<file path="src/rtl/traffic_pkg.sv">
// traffic_pkg: default timing constants shared by the sensor front end and the light FSM bench
package traffic_pkg;
  localparam int DEF_DEBOUNCE_CYCLES = 4;
  localparam int DEF_TICK_PERIOD = 10;
endpackage

</file>
<file path="src/rtl/sensor_debounce.sv">
// sensor_debounce: 2-flop synchroniser, debounce counter and stable level flop for one sensor
module sensor_debounce
  import traffic_pkg::*;
#(
  parameter int DEBOUNCE_CYCLES = DEF_DEBOUNCE_CYCLES
) (
  input  logic clock,
  input  logic reset,
  input  logic raw,
  output logic stable
);
  localparam int CW = $clog2(DEBOUNCE_CYCLES + 1);
  logic s1, s2;
  logic [CW-1:0] cnt;
  logic done;
  assign done = cnt == CW'(DEBOUNCE_CYCLES - 1);
  always_ff @(posedge clock)
    if (reset) begin
      s1 <= 1'b0;
      s2 <= 1'b0;
      stable <= 1'b0;
      cnt <= '0;
    end else begin
      s1 <= raw;
      s2 <= s1;
      stable <= (s2 != stable && done) ? ~stable : stable;
      cnt <= (s2 == stable || done) ? '0 : cnt + 1'b1;
    end
endmodule

</file>
<file path="src/rtl/traffic_sensor_front.sv">
// traffic_sensor_front: debounced car sensors, latched traffic requests and the light FSM tick
module traffic_sensor_front
  import traffic_pkg::*;
#(
  parameter int DEBOUNCE_CYCLES = DEF_DEBOUNCE_CYCLES,
  parameter int TICK_PERIOD = DEF_TICK_PERIOD
) (
  input  logic clock,
  input  logic reset,
  input  logic sa_raw,
  input  logic sb_raw,
  input  logic ack_a,
  input  logic ack_b,
  output logic tick,
  output logic SA,
  output logic SB,
  output logic sa_stable,
  output logic sb_stable
);
  localparam int TW = $clog2(TICK_PERIOD);
  if (DEBOUNCE_CYCLES < 1 || TICK_PERIOD < 2) begin : g_bad_params
    $error("traffic_sensor_front: DEBOUNCE_CYCLES must be >= 1 and TICK_PERIOD >= 2");
  end
  logic [TW-1:0] cnt;
  logic pend_a, pend_b;
  sensor_debounce #(.DEBOUNCE_CYCLES(DEBOUNCE_CYCLES)) u_deb_a (
    .clock(clock), .reset(reset), .raw(sa_raw), .stable(sa_stable)
  );
  sensor_debounce #(.DEBOUNCE_CYCLES(DEBOUNCE_CYCLES)) u_deb_b (
    .clock(clock), .reset(reset), .raw(sb_raw), .stable(sb_stable)
  );
  assign tick = cnt == TW'(TICK_PERIOD - 1);
  assign SA = pend_a | sa_stable;
  assign SB = pend_b | sb_stable;
  always_ff @(posedge clock)
    if (reset) begin
      cnt <= '0;
      pend_a <= 1'b0;
      pend_b <= 1'b0;
    end else begin
      cnt <= tick ? '0 : cnt + 1'b1;
      pend_a <= sa_stable | (pend_a & ~(ack_a & tick));
      pend_b <= sb_stable | (pend_b & ~(ack_b & tick));
    end
endmodule

</file>
<file path="config.mk">
export PLATFORM = sky130hd
export DESIGN_NAME = traffic_sensor_front
export DESIGN_NICKNAME = d
export VERILOG_FILES = /design/src/rtl/traffic_pkg.sv /design/src/rtl/sensor_debounce.sv /design/src/rtl/traffic_sensor_front.sv
export SDC_FILE = /design/constraint.sdc
export NUM_CORES = 1
export LEC_CHECK = 0
export ABC_AREA = 0
export CAP_MARGIN = 20
export CORE_MARGIN = 1
export CORE_UTILIZATION = 53
export DETAILED_ROUTE_END_ITERATION = 8
export PLACE_DENSITY = 0.78
export SLEW_MARGIN = 20
export SYNTH_ARGS = -nofsm -noshare
export SYNTH_HDL_FRONTEND = slang
export SYNTH_SLANG_ARGS = --single-unit
</file>
<file path="constraint.sdc">
create_clock -name clock -period 2.74 [get_ports clock]
set_clock_uncertainty 0.2 [all_clocks]
set_input_delay 0.548 -clock clock [delete_from_list [all_inputs] [get_ports clock]]
set_output_delay 0.548 -clock clock [all_outputs]
set_load 0.02 [all_outputs]
</file>
==> results of run 1 <==
[Yosys cell counts]
cell	n
dfxtp_1	18
inv_1	7
ha_1	6
nor2_1	4
nor2b_1	4
nor4_1	4
buf_6	3
nor3_1	3
xnor2_1	3
a311oi_2	2
mux2i_1	2
nor4b_1	2
and2b_2	1
and3_2	1
and3b_1	1
nand2b_1	1
nand4b_1	1
o32ai_1	1
[cell type report]
cell class,instances,area share
Sequential cell,18,0.4260
Clock buffer,4,0.04290
Tap cell,14,0.02071
Multi-Input combinational cell,36,0.3521
Timing Repair Buffer,11,0.1272
Inverter,7,0.03107
[how the worst max path moves through the flow]
stage	end	cells past startpoint	slack (ps)
after floorplan	tick	4	1150
after global placement	tick	3	510
after detailed placement	tick	3	470
after CTS	tick	3	140
after global routing	tick	3	80
final	tick	3	170
[registers in the layout, summed over array words and instances, names as in the netlist]
register	cells
u_deb_a.stable	1
u_deb_b.s2	1
u_deb_b.cnt	3
u_deb_a.s2	1
u_deb_b.stable	1
u_deb_a.s1	1
pend_b	1
cnt	4
u_deb_a.cnt	3
pend_a	1
u_deb_b.s1	1
[per-stage QoR]
step | instances | hold WS [ps] | cell area (sq um) | total power, mW | setup WS, ps
2_1_floorplan | 64 | 207.5 | 718.2 | 0.2985 | 1149
3_3_place_gp | 86 | 218.5 | 809.5 | 0.3071 | 511.7
3_5_place_dp | 86 | 221.3 | 809.5 | 0.3085 | 466.6
4_1_cts | 90 | 235.6 | 845.8 | 0.4639 | 142.8
5_1_grt | 90 | 252.5 | 845.8 | 0.4822 | 80.50
6_report | 90 | 231.6 | 845.8 | 0.4596 | 169.3
[per-layer routing]
layer / vias to the layer above / GRT usage / wire length, um
li1: 242 / - / -
met1: 209 / 0.1993 / 465
met2: 8 / 0.2792 / 467
met3: 2 / 0.05202 / 33
met4: 0 / 0.1034 / 10
met5: - / 0 / 0
[layout by cell type, fill, tap and decap left out, drive strengths merged, types with 3 or more instances in the layout]
cell           synthesis  layout
xnor2                  3       3
nor2                   4       4
ha                     6       6
nor2b                  4       4
clkbuf                 0       4
nor4                   4       4
inv                    7       7
nor3                   3       3
dfxtp                 18      18
clkdlybuf4s50          0      10
[cells by family (layout without fill, tap and decap cells)]
logic type	count (synthesis)	after routing	share of synthesized area
AND/OR/NAND/NOR	22	22	0.1916
XOR/XNOR	3	3	0.03659
AO/OA/AOI/OAI	3	3	0.05401
multiplexers	2	2	0.02788
buffers and inverters	10	22	0.08363
flip-flops	18	18	0.5017
adder cells (fa/ha/maj)	6	6	0.1045
[power by group]
| group | total [mW] | leakage (nW) | internal, mW | switching, mW |
|---|---|---|---|---|
| clock network | 0.158 | 0.0210 | 0.0808 | 0.0768 |
| registers | 0.274 | 0.147 | 0.269 | 0.00532 |
| logic | 0.0275 | 0.164 | 0.0163 | 0.0112 |
| total | 0.460 | 0.332 | 0.366 | 0.0933 |
[worst reg2reg max path: cells and delay by family, from the launching register on]
kind | cells | cell delay, ps
simple gates | 1 | 240
flops | 1 | 370
compound gates | 1 | 280
buf+inv | 1 | 50
fa+ha+maj | 1 | 180
==> results summary, run 1 <==
The flow ran to the end, and the final reports show no timing, DRC or antenna violations. For this run, the top clock speed supported by timing is 0.3890 GHz. The remaining number of nets flagged by the antenna check after routing is 0. For this design, the slowest cell found on the critical path is clkdlybuf4s50_1. For this block, the via count after detailed routing is 461. The category of the most critical setup path is flip-flop to output port. The first global-routing pass estimated 1697 um of wire. The post-detailed-route DRC marker count came out at 0. The signal on the critical path passes through ha_1, and3b_1, clkdlybuf4s50_1. In this run, CTS created clock tree buffers numbering 3.

The largest single stage delay on the critical path is 650 ps. The clock transition at the registers of the reported paths came out at 100 ps. The sequential cell area in the final layout came out at 360.3 sq um. After detailed routing, the number of vias per cell comes to 5.122.

The start point of the worst hold path is u_deb_a.cnt[0]. The clock tree from TritonCTS is yes. The mapped netlist covers 718.2 sq um.

Sorting the synthesized cells by area gives the leading types as dfxtp_1 (50%), ha_1 (10%), buf_6 (4.7%). Setup total negative slack on the finished layout was measured at 0 ps. The layout overhead on the synthesized area is 17.77%. The mean instance size in the synthesized netlist came out at 11.22 sq um. The number of library cell types mapped by synthesis is 18. The worst reg-to-reg setup slack is 1330 ps.

The total of flip-flops plus latches after synthesis is 18. The total core area is 0.001186 sq mm. The share of the synthesized area in the top cell type came out at 0.5017. The top-level I/O count is 11. The number of levels the H-tree was split into came out at 1. For this configuration, the core starts out at a cell density of 0.6055. The ratio of cells with drive above 1 in the final layout is 0.1184. The net count after synthesis is 76. Gates resized during post-CTS repair numbered 0.

Clock tree synthesis selected as its root buffer the cell clkbuf_4. STA classifies the critical path startpoint as a flip-flop. The maximum fanout count along the critical path came out at 6. The initialized floorplan defines 12 standard-cell rows.

The final critical path time including I/O delays and setup is 2571 ps. The data arrival time of the critical path is 1820 ps. On the critical path the largest part of the delay comes from buffers and inverters.

The worst-case headroom to the max-slew limit came out at 0.8226. The DRC violation total after the first TritonRoute iteration came out at 2. The endpoint identified for the worst register-to-register timing path is pend_a. The worst-skew pair later-pin latency is 280 ps.

The height of the die is 38.81 um. The largest net degree at the start of global routing is 15. The final net count came out at 89. The peak ir drop on the vdd network came out at 0.3858 mV. Buffers inserted to repair hold after CTS numbered 0. The final period utilization came out at 0.9382. In the global route stage, overall resource usage came out at 0.1733. In this run the static leakage power is 0.3321 nW.

The number of cell instances on the worst register-to-register path came out at 4. For hold timing, the worst endpoint is u_deb_a.cnt[0]. The layout filler cell count came out at 87. The horizontal die dimension came out at 38.81 um.

The total global routing overflow came out at 0. The number of buffer and inverter stages on the critical path is 1. Summing all multi-input logic gate instances after layout gives 297.8 sq um. The tightest min-delay check is of the flip-flop to flip-flop type. The count of mapped cells out of synthesis is 64. The first-pass detailed-route iteration total is 4. The number of cells on the worst hold path came out at 1. The via count of the first global-routing pass came out at 429. No sink is reached through more buffers than the 2 on the longest clock path. The number of clock sinks seen by CTS came out at 18. The reg-to-reg critical path startpoint is cnt[1]. The final setup violation count came out at 0. For this block, the routed nets add up to 976 um of wire. The biggest area consumer among synthesized cells is dfxtp_1. The last weighted congestion value of the routability-driven placer is 0.6663. Of the synthesized area, sequential elements account for 0.5017. Max-cap violations in this run came to 0. The pin slew with the least headroom to its limit came out at 264.1 ps. The area of the die came out at 0.001506 sq mm. The power density over the cells is 543.4 mW/mm^2. The critical path capture point type is an output port. The quantity of I/O buffers inserted on ports is 10. The count of synthesis-stage warnings from yosys came out at 0. The total count of hold-check failures in the final report is 0.

Setup repair after global routing left no endpoint under its margin. In this run the worst setup path begins at cnt[0]. The estimated wirelength of the detail-placed design came out at 759.2 um. The count of final max-slew check failures came out at 0. Measured on the finished design, the core utilization comes to 0.7131.

STA puts the critical path data required time at 1990 ps. Dividing the detail-routed wire length by the instance count gives 10.84 um. The number of antenna violations at the first check in global routing is 0.

The number of inserted diodes came out at 0. Post-CTS timing repair inserted 0 buffers for setup.
No activity file was read; power rests on OpenSTA's default activity.
==> run 2: changes to the inputs <==
CTS_CLUSTER_SIZE = 40   (was default)
==> results of run 2 <==
The final DEF is identical to that of run 1; final timing and power are the same.
==> run 3: changes to the inputs <==
ABC_CLOCK_PERIOD_IN_PS = 2740   (was default)
==> results of run 3 <==
The final DEF is identical to that of run 1; final timing and power are the same.
